## src/rtl/reg_bank.sv

```systemverilog
// reg_bank: register file with two registered read ports, one write port and
// a hardware clear sweep that zeroes every entry one per cycle.
//
// Ports
//   clk        rising-edge clock
//   rst_n      asynchronous active-low reset
//   wr_en      write strobe (ignored while busy)
//   wr_addr    write address
//   wr_data    write data
//   rd_addr_a  read port A address, rd_data_a valid one cycle later
//   rd_addr_b  read port B address, rd_data_b valid one cycle later
//   clr_req    start a clear sweep (honoured only in IDLE)
//   busy       high while the sweep is running (exactly DEPTH cycles)
//   clr_done   one-cycle pulse after the last entry has been cleared
//
// Build option
//   REG_BANK_BYPASS_EN  defined: a read of the address being written in the
//                       same cycle returns the new data (write-first).
//                       undefined: it returns the old contents (read-first).
//
// State  | meaning
// IDLE   | user writes allowed, waiting for clr_req
// SWEEP  | clearing entry[cnt] each cycle, user writes dropped
// DONE   | sweep finished, clr_done pulse, back to IDLE next cycle

module reg_bank #(
    parameter int WIDTH = 16,
    parameter int DEPTH = 8
) (
    input  logic                         clk,
    input  logic                         rst_n,
    input  logic                         wr_en,
    input  logic [$clog2(DEPTH)-1:0]     wr_addr,
    input  logic [WIDTH-1:0]             wr_data,
    input  logic [$clog2(DEPTH)-1:0]     rd_addr_a,
    output logic [WIDTH-1:0]             rd_data_a,
    input  logic [$clog2(DEPTH)-1:0]     rd_addr_b,
    output logic [WIDTH-1:0]             rd_data_b,
    input  logic                         clr_req,
    output logic                         busy,
    output logic                         clr_done
);

    localparam int AW = $clog2(DEPTH);

    typedef enum logic [1:0] {
        IDLE  = 2'd0,
        SWEEP = 2'd1,
        DONE  = 2'd2
    } state_t;

    state_t             state_q, state_d;
    logic [AW-1:0]      cnt_q, cnt_d;
    logic [WIDTH-1:0]   mem_q [DEPTH];
    logic [WIDTH-1:0]   mem_d [DEPTH];
    logic [WIDTH-1:0]   rd_data_a_q, rd_data_a_d;
    logic [WIDTH-1:0]   rd_data_b_q, rd_data_b_d;
    logic               busy_q, busy_d;
    logic               clr_done_q, clr_done_d;

    // Effective write of this cycle: either the user write or the sweep write.
    logic               we;
    logic [AW-1:0]      wa;
    logic [WIDTH-1:0]   wd;

    always_comb begin
        state_d = state_q;
        cnt_d   = cnt_q;
        mem_d   = mem_q;
        we      = 1'b0;
        wa      = wr_addr;
        wd      = wr_data;

        case (state_q)
            IDLE: begin
                // A write on the same edge as clr_req still lands; the sweep
                // clears it later.
                we = wr_en;
                if (clr_req) begin
                    state_d = SWEEP;
                    cnt_d   = '0;
                end
            end
            SWEEP: begin
                we = 1'b1;
                wa = cnt_q;
                wd = '0;
                // Counter parks at DEPTH-1 rather than wrapping.
                if (cnt_q == AW'(DEPTH - 1)) begin
                    state_d = DONE;
                end else begin
                    cnt_d = cnt_q + AW'(1);
                end
            end
            DONE: begin
                // busy is already low here, so user writes are accepted.
                we      = wr_en;
                state_d = IDLE;
            end
            default: begin
                state_d = IDLE;
            end
        endcase

        if (we) begin
            mem_d[wa] = wd;
        end

        rd_data_a_d = mem_q[rd_addr_a];
        rd_data_b_d = mem_q[rd_addr_b];
`ifdef REG_BANK_BYPASS_EN
        if (we && (wa == rd_addr_a)) begin
            rd_data_a_d = wd;
        end
        if (we && (wa == rd_addr_b)) begin
            rd_data_b_d = wd;
        end
`endif

        busy_d     = (state_d == SWEEP);
        clr_done_d = (state_d == DONE);
    end

    always_ff @(posedge clk or negedge rst_n) begin
        if (!rst_n) begin
            state_q     <= IDLE;
            cnt_q       <= '0;
            mem_q       <= '{default: '0};
            rd_data_a_q <= '0;
            rd_data_b_q <= '0;
            busy_q      <= 1'b0;
            clr_done_q  <= 1'b0;
        end else begin
            state_q     <= state_d;
            cnt_q       <= cnt_d;
            mem_q       <= mem_d;
            rd_data_a_q <= rd_data_a_d;
            rd_data_b_q <= rd_data_b_d;
            busy_q      <= busy_d;
            clr_done_q  <= clr_done_d;
        end
    end

    assign rd_data_a = rd_data_a_q;
    assign rd_data_b = rd_data_b_q;
    assign busy      = busy_q;
    assign clr_done  = clr_done_q;

endmodule

```

## config.mk

```make
export PLATFORM = sky130hd
export DESIGN_NAME = reg_bank
export DESIGN_NICKNAME = d
export VERILOG_FILES = /design/src/rtl/reg_bank.sv
export SDC_FILE = /design/constraint.sdc
export NUM_CORES = 1
export LEC_CHECK = 0
export ABC_CLOCK_PERIOD_IN_PS = 4550
export CAP_MARGIN = 20
export CORE_ASPECT_RATIO = 1.4
export CORE_MARGIN = 3
export CORE_UTILIZATION = 55
export DETAILED_ROUTE_END_ITERATION = 10
export DONT_BUFFER_PORTS = 1
export PLACE_DENSITY = 0.73
export SLEW_MARGIN = 20
export SYNTH_ARGS = -nofsm -noshare
export SYNTH_HDL_FRONTEND = slang
export SYNTH_SLANG_ARGS = --single-unit
```

## constraint.sdc

```tcl
create_clock -name clk -period 4.55 [get_ports clk]
set_clock_uncertainty 0.05 [all_clocks]
set_input_delay 1.365 -clock clk [delete_from_list [all_inputs] [get_ports clk]]
set_output_delay 1.365 -clock clk [all_outputs]
set_load 0.02 [all_outputs]
```

# Word level (Yosys, flattened, before mapping)
# Cells that the tools add are included.
# totals
reg_bits	167
input_bits	29
output_inout_bits	34
elab_cells	52
# op_classes
add_sub_neg	1
n_lt_le_gt_ge	4
n_eq_ne	7
mux	18
n_bitwise	3
reduce_logical	5
# op_table
operator	count
$bwmux 128	1
$bmux 16 s3	2
$mux 16	6
$demux 16 s3	1
$ge 4x4->1 const B	3
$not 3->4	3
$mux 3	3
$pmux 3 s2	1
$eq 2x1->1 const B	2
$eq 2x2->1 const B	2
$lt 4x1->1 const B	1
$mux 2	2
$ne 2x2->1 const B	2
$pmux 2 s2	1
$add 3x1->3 const B	1
$eq 3x3->1 const B	1
$reduce_and 3->1	1
$logic_not 2->1	1
$pmux 1 s2	1
$reduce_bool 2->1	1
$reduce_or 2->1	1
$logic_and 1x1->1	1

# Logic depth before layout (Yosys ltp)
# Gate-level depths: netlist of the first run.
# depth
depth_word	8
mapped_depth	7
depth_no_buf	5

# Least setup slack after synthesis of the first run
# Ideal clock, no wire load.
# synth_timing
kind	input to register
from	input port rd_addr_a[0]
to	register rd_data_a_q[0] (netlist: rd_data_a[0])
setup_time_ns	0.125
arrival_time_ns	2.657
required_time_ns	4.375
path_slack_ns	1.718
cell_stages	4
path_buffers	2
cell_sequence	clkbuf_1 -> buf_2 -> mux4_2 -> mux2_2
# synth_between
elab_chain_cells	4
# synth_lines
item	line_no	source
start, declared	35	input logic [$clog2(DEPTH)-1:0] rd_addr_a,
$not 3->4 (implied by the code)	109	rd_data_a_d = mem_q[rd_addr_a];
$bmux 16 s3	109	
$mux 16 (implied by the code) (2 in series)	109	
named net rd_data_a_d[0]	56	logic [WIDTH-1:0] rd_data_a_q, rd_data_a_d;
end signal, assigned	137	rd_data_a_q <= rd_data_a_d;
end, declared	56	
# The timed path passes the listed nets, and every way through them passes these cells. The select of a mux whose other input is x is not followed.
# A chain may end at the register's enable or synchronous reset.

# Final worst setup path of the first run
# layout_timing
from	register state_q[0]
to	register mem_q[100] (netlist bit)
# layout_between
elab_chain_cells	8
elab_cells_between_ends	14
classes_between	order compare: 2; eq/ne: 2; mux: 6; bitwise: 1; reduce/logical: 3
# layout_lines
item	line_no	source
start, declared	52	state_t state_q, state_d;
start signal, assigned	134	state_q <= state_d;
$eq 2x1->1	74	case (state_q)
$mux 3	74	
$not 3->4 (implied by the code)	106	mem_d[wa] = wd;
$ge 4x4->1 (implied by the code) or $lt 4x1->1 (tied branches)	106	
$logic_and 1x1->1 (implied by the code)	106	
$mux 16 (implied by the code)	106	
$demux 16 s3	106	
$bwmux 128	106	
end signal, assigned	136	mem_q <= mem_d;
end, declared	54	logic [WIDTH-1:0] mem_q [DEPTH];
# Several ways; a longest one is shown, not always the timed one.

==> impl_metrics.csv, run 1 <==
group,metric,value,unit
global_route,grt_pass1_wl,27400,µm
routing,final_antenna_net_count,0,
power,vdd_drop_max,0.000335,V
power,p_leak,4.06,nW
clock_tree,post-cts-setup-buffers,0,
synthesis,synth_top_family_by_area,"multiplexers",
timing,clock.fmax,342,MHz
global_route,gr-usage-met2,37.0,%
floorplanning,initial_core_util,56.6,%
global_route,overflow,0,
routing,wire_per_inst,25.0,µm
min_path,min_path_type,"reg2reg",
layout,fin_nets,503,
placed_design,io_buffer_count,0,
clock_tree,clk_pin_slew_worst_paths,60,ps
global_route,antenna_found_initial,1,
routing,drt-pass1-iter-count,4,
clock_tree,htreeDepth,4,
clock_tree,clock_path_buffers,2,
timing,grt_setup_unrepaired,"false",
placed_design,place_congestion,0.743,
synthesis,netlist_instances,494,
routing,drc,0,
synthesis,ys_types,34,
clock_tree,clkLatencyLatePin,420,ps
run,cap_viol_max_count,0,
timing,setup_viol,0,
timing,final_max_slew_viol_count,0,
setup_path,worstPathRequired,4800,ps
placed_design,pre_cts_ws,1300,ps
timing,hold_violations,0,
status,status,"finished clean",
synthesis,synthesis.area,8210,µm²
power,power_density,688,nW/µm²
floorplanning,ioPinCount,63,
setup_path,crit_type,"reg2reg",
synthesis,muxShareOfSynthArea,40.6,%
setup_path,cp-end-kind,"flip-flop",
routing,drt_iter0_markers,178,
global_route,gr-usage-met1,30.9,%
layout,area.growth.synth_to_final,7.35,%
routing,routed_wl,16900,µm
clock_tree,root_buffer,"clkbuf_16",
timing,slew_headroom,50.4,%
clock_tree,post_cts_resized,0,
clock_tree,cts_buffers,17,
layout,drive_gt1_share,57.7,%
setup_path,cp.arrival,3180,ps
routing,via_per_inst,6.31,
placed_design,hpwl,10000,µm
timing,finalCriticalPeriod,2930,ps
floorplanning,core.rowCount,52,
timing,fin_ws,1620,ps
global_route,grt_busiest_layer,"met2",
floorplanning,die_w,109,µm
global_route,grt_usage,22.6,%
clock_tree,cts_tree,"yes",
clock_tree,clkSinkCount,167,
power,totalPowerFinal,6.07,mW
routing,num_vias,4259,
synthesis,synth_compound_area_share,1.78,%
synthesis,ys_seq_area_share,50.9,%
floorplanning,die_area,16400,µm²
synthesis,yosys.area_share.xor_xnor,0,%
setup_path,crit_path_start_kind,"flip-flop",
setup_path,timing.reg2reg.setup_slack,1620,ps
synthesis,synth_fa_ha_area_share,0.305,%
synthesis,synthSimpleGateAreaFrac,2.94,%
global_route,grt_max_degree,168,
timing,finalCritPeriodShare,64.3,%
synthesis,syn_avg_cell_area,16.6,µm²
global_route,grtUsageMet3,4.85,%
synthesis,synth-seq-cells,167,
timing,setup-tns-final,0,ps
floorplanning,die_height,151,µm
global_route,grt_pass1_vias,4869,
clock_tree,cts_hold_buf,0,
synthesis,syn_nets,525,
synthesis,ys_warn_count,0,
timing,worst_pin_slew,742,ps
setup_path,crit_path_max_fanout,14,
floorplanning,coreArea,14500,µm²
metal layers:
layer,vias to the layer above,wire length (µm)
met3,18,646
met5,-,0
met2,92,8930
met4,0,238
li1,1817,-
met1,2332,7070
registers in the layout, summed over array words and instances (netlist names):
| name | count |
|---|---|
| mem_q | 128 |
| rd_data_a | 16 |
| rd_data_b | 16 |
| cnt_q | 3 |
| state_q | 2 |
| busy | 1 |
| clr_done | 1 |
worst paths after layout:
check                      startpoint            end  cells past startpoint
setup / recovery           state_q[0]     mem_q[100]                      6
hold reg to reg            mem_q[126]     mem_q[126]                      1
max in group asynchronous       rst_n     mem_q[119]                      0
min in group asynchronous       rst_n  rd_data_a[14]                      0
setup reg to reg           state_q[0]     mem_q[100]                      6
hold / removal             mem_q[126]     mem_q[126]                      1
Yosys cell counts, drive strengths merged:
master	instances	area [µm²]
a21oi	2	10.0
a22o	5	43.8
a31oi	3	33.8
and2	18	115
and4bb	2	25.0
buf	20	175
clkbuf	27	101
dfrtp	167	4180
ha	2	25.0
inv	3	11.3
mux2	161	1890
mux4	64	1440
nand2	2	10.0
nand2b	2	12.5
nand4b	1	8.76
nor2	4	27.5
nor2b	2	17.5
nor3	2	10.0
nor4b	1	15.0
o21ai	2	17.5
o21bai	1	7.51
o2bb2ai	1	15.0
o31ai	1	7.51
o32a	1	11.3
through the flow:
stage,std cells,hold WS [ps],utilization [%],cell area (µm²)
after floorplan,494,441,-,8210
after global placement,642,451,56.6,8210
after detailed placement,642,464,56.6,8210
after CTS,674,478,60.7,8810
after global routing,675,493,60.7,8810
final,675,476,60.7,8810
cell families after synthesis:
family / count (synthesis)
AOI/OAI and AO/OA: 16
adders and majority gates: 2
buffers and inverters: 50
DFF: 167
muxes: 225
and+or+nand+nor: 34
layout make-up:
type	count	area (µm²)
tap	189	236
clock buffer	20	467
antenna	1	2.50
inverter	3	11.3
sequential	167	4180
clock inverter	12	126
multi-input combinational	277	3740
fill	1074	5700
timing repair buffer	6	45.0
layout by cell type, fill, tap and decap left out, types with 5 or more instances in the layout:
cell,n
a22o_1,5
and2_1,16
buf_4,6
clkbuf_16,17
clkinv_2,5
dfrtp_1,167
mux2_2,141
mux2_4,20
mux4_2,64
report_power, final:
part           internal (mW)  switching, mW  leakage (nW)
logic                   1.21          0.723          1.52
clock network          0.850          0.582         0.292
registers               2.12          0.584          2.25
total                   4.18           1.89          4.06
critical path, stage by stage (launching register included):
cell and delay, ps:
dfrtp_1 530, nand2b_1 510, buf_4 320, a31oi_4 130, nor2b_2 560, buf_4 330
mux2_2 350
Power figures use the tool's default switching activity.
==> run 2: changes to the inputs <==
ABC_CLOCK_PERIOD_IN_PS = 2500   (was 4550)
PLACE_DENSITY = 0.76   (was 0.73)
clock period = 2.5 ns   (was 4.55 ns; I/O delays follow)
==> impl_metrics.csv, run 2 (same netlist as run 1, synthesis figures left out) <==
group,metric,value,unit
timing,final_max_slew_viol_count,0,
global_route,grt_max_degree,168,
setup_path,crit_family,"simple AND/OR/NAND/NOR gates",
timing,finalCritPeriodShare,85.2,%
run,cap_viol_max_count,0,
placed_design,hpwl,9990,µm
timing,grt_setup_unrepaired,"false",
floorplanning,initial_core_util,56.6,%
layout,largest-register,"mem_q",
power,switching_share,30.5,%
setup_path,worstPathRequired,2750,ps
floorplanning,core.rowCount,52,
power,sequentialPowerShare,43.7,%
status,failed_checks,"negative hold slack",
timing,setup-tns-final,0,ps
setup_path,crit_path_start_kind,"flip-flop",
clock_tree,clkSinkCount,167,
setup_path,crit_type,"reg2reg",
global_route,grt_pass1_vias,4777,
routing,num_vias,4278,
floorplanning,die_height,151,µm
timing,setup_viol,0,
setup_path,crit_path_max_fanout,16,
layout,fin_nets,509,
setup_path,crit_path_max_incr_delay,590,ps
placed_design,io_buffer_count,0,
power,clock_power_share,23.8,%
placed_design,pre_cts_ws,377,ps
timing,hold_violations,32,
clock_tree,cts_tree,"yes",
layout,area.growth.synth_to_final,8.81,%
timing,slew_headroom,73.3,%
clock_tree,clk_pin_slew_worst_paths,70,ps
power,p_comb_share,32.5,%
clock_tree,post_cts_resized,0,
floorplanning,coreArea,14500,µm²
setup_path,critPathLaunch,"state_q[0]",
routing,routed_wl,16600,µm
clock_tree,clkLatencyLatePin,420,ps
layout,fill_cells,1052,
setup_path,cp-end-kind,"flip-flop",
global_route,antenna_found_initial,1,
power,vdd_drop_max,0.000637,V
floorplanning,die_w,109,µm
setup_path,timing.rr.start,"state_q[0]",
setup_path,worstPathCellList,"nor2b_2 > o2bb2ai_2 > nor2b_2 > buf_12 > mux2_2",
placed_design,place_congestion,0.711,
timing,hold_slack,-20.7,ps
timing,finalCriticalPeriod,2130,ps
layout,mostFrequentLayoutCell,"dfrtp_1",
layout,largest_reg_flops,128,
clock_tree,post-cts-setup-buffers,0,
setup_path,path_buf_inv,1,
routing,via_per_inst,6.28,
power,p_leak,4.11,nW
setup_path,crit_top_cell,"nor2b_2",
layout,final_cell_mix,"dfrtp_1, mux2_2, mux4_2",
timing,fin_ws,370,ps
clock_tree,htreeDepth,4,
routing,drc,0,
timing,clock.fmax,470,MHz
clock_tree,clock_path_buffers,2,
clock_tree,cts_buffers,17,
min_path,min_path_type,"in2async",
status,status,"complete, but fails checks",
floorplanning,ioPinCount,63,
setup_path,cp_slowest_cell,"dfrtp_1",
setup_path,cp.arrival,2380,ps
clock_tree,root_buffer,"clkbuf_16",
global_route,overflow,0,
routing,wire_per_inst,24.3,µm
timing,worst_pin_slew,401,ps
power,p_sw,3.43,mW
routing,drt_iter0_markers,188,
power,p_int,7.81,mW
routing,final_antenna_net_count,0,
routing,drt-pass1-iter-count,4,
floorplanning,die_area,16400,µm²
power,power_density,1260,nW/µm²
layout,drive_gt1_share,57.8,%
global_route,grt_pass1_wl,26600,µm
global_route,grt_usage,21.9,%
[run 2: final timing paths]
path                                  to  slack, ps  cells after the start
max                            mem_q[97]        370                      5
min                        rd_data_a[13]        -20                      0
max reg2reg                    mem_q[97]        370                      5
min reg2reg                   mem_q[127]        480                      1
max in group asynchronous      mem_q[35]       2180                      0
min in group clk            rd_data_b[2]        440                      1
[run 2: worst register-to-register path: cells and delay by family (launching register included)]
| kind | cells | cell delay (ps) |
|---|---|---|
| multiplexers | 1 | 370 |
| buffers and inverters | 1 | 200 |
| flip-flops | 1 | 590 |
| AND/OR/NAND/NOR | 2 | 600 |
| AO/OA/AOI/OAI | 1 | 200 |
[run 2: through the flow]
stage | cell area (µm²) | utilization, % | instances | total power [mW]
3_3_place_gp | 8320 | 57.4 | 648 | 8.38
2_1_floorplan | 8210 | - | 494 | 7.78
3_5_place_dp | 8320 | 57.4 | 648 | 8.62
4_1_cts | 8930 | 61.5 | 680 | 11.3
5_1_grt | 8930 | 61.6 | 681 | 11.8
6_report | 8930 | 61.6 | 681 | 11.2
[run 2: metal layers]
metal	global-route usage, %	part of all wire [%]	vias to the layer above
met5	0	0	-
met4	6.11	1.5	0
met2	36.5	52	88
met3	6.13	4.5	20
met1	28.1	42	2330
li1	-	-	1840
[run 2: cell type report]
type / instances / area, µm² / area share [%]
diodes: 1 / 2.50 / 0.0280
clock buffers: 20 / 457 / 5.11
clock inverters: 12 / 151 / 1.69
inverters: 3 / 11.3 / 0.126
multi-input cells: 277 / 3740 / 41.9
flip-flops and latches: 167 / 4180 / 46.8
well taps: 189 / 236 / 2.65
repair buffers: 12 / 153 / 1.71
[run 2: power by group through the flow]
stage	clock network [mW]	registers (mW)	logic, mW
global placement	0	4.84	3.55
CTS	2.71	4.92	3.69
detailed placement	0	4.96	3.67
finish	2.67	4.91	3.65
global route	2.84	5.08	3.90
floorplan	0	4.66	3.12
==> run 3: changes to the inputs <==
CTS_CLUSTER_SIZE = 28   (was default)
==> results of run 3 <==
Final layout, timing and power as in run 2 (identical DEF).
==> edit 1 (config.mk and constraints of run 3) <==
`WIDTH`: 16 -> 32.
--- a/src/rtl/reg_bank.sv
+++ b/src/rtl/reg_bank.sv
@@ -25,5 +25,5 @@
 
 module reg_bank #(
-    parameter int WIDTH = 16,
+    parameter int WIDTH = 32,
     parameter int DEPTH = 8
 ) (
Ports: changed (resized rd_data_a, rd_data_b and wr_data); port bits go from 63 to 111. The function was not compared with the original's and may differ.
==> edit 1 against run 3 <==
  * Sequential cell count increased by 160
  * Via count increased by 89%
  * Critical path type unchanged
  * Synthesized area increased by 94%
  * Highest routed layer is now met5
  * Design area up 92%
  * Non-clock buffer count grew 6
  * Total power is 91% higher
  * Worst setup slack got worse by 0.025 ns
  * Largest cell class unchanged
  * The run still ends with negative hold slack left
  * Routed wire length up 100%
==> edit 1: results (changes against run 3) <==
Hold Violations, Final 176 (was 32); setup slack, reg-to-reg 0.35 ns (was 0.37 ns); run status complete, but fails checks (unchanged); r2r endpoint mem_q[100]$_DFFE_PN0P_ (was mem_q[97]$_DFFE_PN0P_); Synth Warn # 0 (unchanged); Fillers 2116 (was 1052); placed cell area 16100 µm² (was 8320 µm²); Clock Tree Buf Depth 3 (was 2); worst-path maximum fanout 6 (was 16); worst vdd rail ir drop 0.679 mV (was 0.637 mV); syn_nets 996 (was 525); GPL Wtd Cong 0.729 (was 0.711); vias in the first global route 8987 (was 4777); Nets 946 (was 509); synth cell count leaders 327 x dfrtp_1, 274 x mux2_2, 128 x mux4_2 (was 167 x dfrtp_1, 141 x mux2_2, 64 x mux4_2); aggregate routed wire length 33300 µm (was 16600 µm); CTS Buf Count 31 (was 17); Area contributors post-synth dfrtp_1 51%, mux2_2 19%, mux4_2 18% (unchanged); Detail Route Antenna Nets 0 (unchanged); Vias 8098 (was 4278); sequential area share after synthesis 51.5% (was 50.9%); leakage power 0.00793 µW (was 0.00411 µW); max reg flops 256 (was 128); layout cells sized above 1 56.2% (was 57.8%); largest net degree at the start of global routing 328 (was 168); initial antenna violation count 5 (was 1); htree depth 1 (was 4); Worst-path clk slew 0.06 ns; failing checks negative hold slack (unchanged); worst skew pair latency 0.57 ns (was 0.42 ns); Reg with most FFs mem_q (unchanged); Tot GR Track Use 22.2% (was 21.9%); DRT iter0 DRCs 433 (was 188); crit path DAT 2.55 ns (was 2.38 ns); worst hold slack -0.169 ns (was -0.0207 ns); DPL Wire Length 18400 µm (was 9990 µm); slew at the pin closest to its max-slew limit 0.908 ns (was 0.401 ns)
==> edit 1: cell count changes in the layout (fill, tap and decap cells not counted), moves of 3 or more <==
cell,before,now
dfrtp_1,167,327
mux2_2,141,274
mux4_2,64,128
and2_1,16,32
mux2_4,20,35
clkbuf_16,17,31
mux2_1,0,12
clkbuf_8,2,8
clkbuf_1,1,6
buf_12,5,9
nor2_1,1,5
clkinv_4,3,0
==> edit 1: layout make-up <==
cell class	count	area (µm²)	share of cell area [%]
clock buffers	45	908	5.29
well taps	375	469	2.73
flip-flops and latches	327	8180	47.6
inverters	4	15.0	0.0874
multi-input cells	517	7160	41.7
repair buffers	18	248	1.44
clock inverters	13	196	1.14
diodes	1	2.50	0.0146
==> edit 1: stage by stage <==
stage	setup slack [ns]	utilization, %	power [µW]	instances	hold WS (ns)
after global placement	0.206	56.6	16200	1241	0.413
after floorplan	0.290	-	14900	949	0.404
after global routing	0.227	60.5	22600	1300	-0.200
after CTS	0.333	60.5	21700	1299	-0.194
final	0.345	60.5	21500	1300	-0.169
after detailed placement	0.192	56.6	16600	1241	0.415
==> edit 1: layer usage <==
metal | part of all wire [%] | GRT usage [%] | routed length (µm) | up-vias
met5 | 0.11 | 0 | 36 | -
met3 | 4.2 | 3.63 | 1410 | 55
met2 | 53 | 38.3 | 17600 | 159
met1 | 41 | 29.7 | 13800 | 4427
met4 | 1.7 | 5.18 | 569 | 6
li1 | - | - | - | 3451
==> edit 1: how the worst min path moves through the flow <==
stage | startpoint | endpoint | slack [ns]
2_1_floorplan | rst_n | busy$_DFF_PN0_ | 0.40
5_1_grt | rst_n | mem_q[70]$_DFFE_PN0P_ | -0.20
3_3_place_gp | rst_n | rd_data_b[6]$_DFF_PN0_ | 0.41
3_5_place_dp | rst_n | rd_data_b[6]$_DFF_PN0_ | 0.41
4_1_cts | rst_n | mem_q[230]$_DFFE_PN0P_ | -0.19
6_report | rst_n | mem_q[230]$_DFFE_PN0P_ | -0.17
==> edit 1: kinds of logic after synthesis <==
kind of cell	Yosys count	share of synthesized area [%]
simple gates	50	2.00
mux	451	41.8
compound gates	14	0.834
flops	327	51.5
buf+inv	105	3.71
fa+ha+maj	2	0.157
==> edit 1: repair_timing <==
| action | CTS | global route |
|---|---|---|
| setup endpoints to repair | 0 | 0 |
| endpoints found under the hold margin | 327 | 327 |
| resized for setup | 0 | 0 |
==> edit 1: critical path, stage by stage (launching register included) <==
cell,delay [ns]
dfrtp_1,0.45
buf_4,0.19
o32a_1,0.43
o21ba_4,0.38
buf_4,0.22
mux2_4,0.31
==> edit 1: power breakdown <==
part           leakage, µW  internal (µW)  switching, µW  total, µW
Sequential         0.00442           7570           2000       9570
Combinational      0.00296           4330           2510       6840
Clock             0.000545           3030           2020       5050
Total              0.00793          14900           6530      21500
==> edit 2 (flow settings as in run 3) <==
Without the edit above. Make the reset (`rst_n`) synchronous in one clocked block. Comments in the files are not updated.
--- a/src/rtl/reg_bank.sv
+++ b/src/rtl/reg_bank.sv
@@ -122,5 +122,5 @@
     end
 
-    always_ff @(posedge clk or negedge rst_n) begin
+    always_ff @(posedge clk) begin
         if (!rst_n) begin
             state_q     <= IDLE;
Formal check against the unedited RTL: differs if rst_n is asserted again (counterexample within 4 cycles, from zero or initial values and one cycle with rst_n low); with rst_n held inactive, the same outputs for 4 cycles.
==> edit 2 against run 3 <==
  * Routed wire length grew 6.9%
  * Worst setup slack lost 0.074 ns
  * Utilization grew 0.23 points
  * Synthesized area shrank 5.6%
  * Sequential cell count is the same
  * Die area shrank 5.4%
  * Design area shrank 6.1%
  * Hold slack gained 0.44 ns
  * Via count grew 18%
  * Non-clock buffer count shrank 2
Power is not compared: it rests on default switching activity, and its combinational part moved more than twofold at a synthesized area within 25%.
==> edit 2: results (changes against run 3) <==
hold crit path type register to register (was primary input to async pin); Resized cells post-CTS 0 (unchanged); Worst slew margin 50.5% (was 73.3%); layout cells sized above 1 19.6% (was 57.8%); Post-Synthesis Cells 665 (was 494); met3 wire len 957 µm (was 742 µm); worst skew pair latency 0.42 ns (about the same); initial antenna violation count 0 (was 1); Net Sw Power 1240 µW; Met2 Wirelength 9290 µm (was 8660 µm); synth cell count leaders 167 x dfxtp_1, 161 x mux2i_1, 138 x nand2_1 (was 167 x dfrtp_1, 141 x mux2_2, 64 x mux4_2); Tot GR Track Use 23.6% (was 21.9%); worst-path maximum fanout 16 (unchanged); Synth Warn # 0 (unchanged); Vias 5047 (was 4278); htree depth 4 (unchanged); GPL Wtd Cong 0.782 (was 0.711); Cell variety after synth 31 (was 34); Inst Count DP 804 (was 648); leakage power 0.00341 µW; DPL Wire Length 11000 µm (was 9990 µm); Clk Tree Root Cell clkbuf_16 (unchanged); Reg with most FFs mem_q (unchanged); DR top layer met4 (unchanged); Diodes inserted 0 (was 1); Power Density 706 nW/µm²; Area contributors post-synth dfxtp_1 43%, mux2i_1 21%, mux4_2 19% (was dfrtp_1 51%, mux2_2 19%, mux4_2 18%); largest net degree at the start of global routing 132 (was 168); max reg flops 128 (unchanged); Final Non-Filler Cells 836 (was 681); crit path DAT 2.49 ns (was 2.38 ns); number of buffers added on ports 0 (unchanged); CTS Buf Count 17 (unchanged); aggregate routed wire length 17700 µm (was 16600 µm); M1 WL 6960 µm (was 6920 µm); DRT iter0 DRCs 252 (was 188); first-pass GRT wire length 28300 µm (was 26600 µm); max incr delay on CP 0.47 ns (was 0.59 ns); Fillers 1073 (was 1052); ys async rst share 0% (was 100%); Slowest cell on crit path nand2_2 (was dfrtp_1); Worst-path clk slew 0.07 ns (about the same); run status complete, no violations (was complete, but fails checks); postcts setup bufs 0 (unchanged); worst vdd rail ir drop 0.431 mV; syn_nets 696 (was 525); First-pass DRT Iterations 5 (was 4); Clock Tree Buf Depth 2 (unchanged); sequential area share after synthesis 43.2% (was 50.9%); vias in the first global route 5304 (was 4777)
==> edit 2: cell types whose count changed in the layout (fill, tap and decap cells not counted), sizes merged, moves of 4 or more <==
cell / run 3 / this run
clkinv: 7 / 3
nor2: 4 / 44
clkbuf: 20 / 24
a22o: 5 / 0
dfrtp: 167 / 0
nand2: 2 / 149
mux2i: 0 / 162
and2: 18 / 1
mux2: 161 / 0
dfxtp: 0 / 167
==> edit 2: area by class of cell <==
class                      instances  area, µm²  share of cell area, %
inverter                           4       15.0                  0.179
clock inverter                     8        143                   1.70
tap                              182        228                   2.71
clock buffer                      24        492                   5.86
multi-input combinational        441       4080                   48.7
sequential                       167       3340                   39.9
timing repair buffer              10       87.6                   1.04
==> edit 2: power by group through the flow <==
stage / clock, µW / sequential (µW) / combinational [µW]
2_1_floorplan: 0 / 2820 / 382
3_3_place_gp: 0 / 2830 / 341
3_5_place_dp: 0 / 2840 / 351
4_1_cts: 2830 / 2780 / 353
5_1_grt: 2920 / 2780 / 372
6_report: 2800 / 2780 / 351
==> edit 2: routing by layer <==
layer,up-vias,global-route usage [%]
li1,2310,-
met1,2545,27.6
met2,151,40.9
met3,41,5.53
met4,0,10.2
met5,-,0
==> edit 2: path summary, 6_finish.rpt <==
check | depth (start not counted) | endpoint | startpoint | slack (ns)
setup reg to reg | 4 | mem_q[0]$_SDFFE_PN0P_ | state_q[1]$_SDFF_PN0_ | 0.30
hold / removal | 2 | mem_q[86]$_SDFFE_PN0P_ | mem_q[86]$_SDFFE_PN0P_ | 0.42
hold reg to reg | 2 | mem_q[86]$_SDFFE_PN0P_ | mem_q[86]$_SDFFE_PN0P_ | 0.42
setup / recovery | 4 | mem_q[0]$_SDFFE_PN0P_ | state_q[1]$_SDFF_PN0_ | 0.30
==> edit 2: per-stage QoR <==
step	total power (µW)	cell area (µm²)	hold slack, ns	util (%)	setup slack, ns
after floorplan	3200	7750	0.391	-	0.363
after global placement	3170	7750	0.400	57.1	0.453
after detailed placement	3190	7750	0.414	57.1	0.351
after CTS	5960	8390	0.421	61.8	0.300
after global routing	6080	8390	0.427	61.8	0.205
final	5930	8390	0.422	61.8	0.296
==> edit 2: kinds of logic (layout without fill, tap and decap cells) <==
| kind of cell | after synthesis | after routing | synth area share, % |
|---|---|---|---|
| buffers and inverters | 57 | 46 | 4.15 |
| AND/OR/NAND/NOR | 204 | 204 | 11.3 |
| flip-flops | 167 | 167 | 43.2 |
| AO/OA/AOI/OAI | 9 | 9 | 1.32 |
| multiplexers | 226 | 226 | 39.7 |
| adder cells (fa/ha/maj) | 2 | 2 | 0.323 |
==> edit 2: critical path, delay by kind of cell, from the launching register on <==
kind / cells / cell delay, ns
AND/OR/NAND/NOR: 2 / 0.91
multiplexers: 2 / 0.69
flip-flops: 1 / 0.44
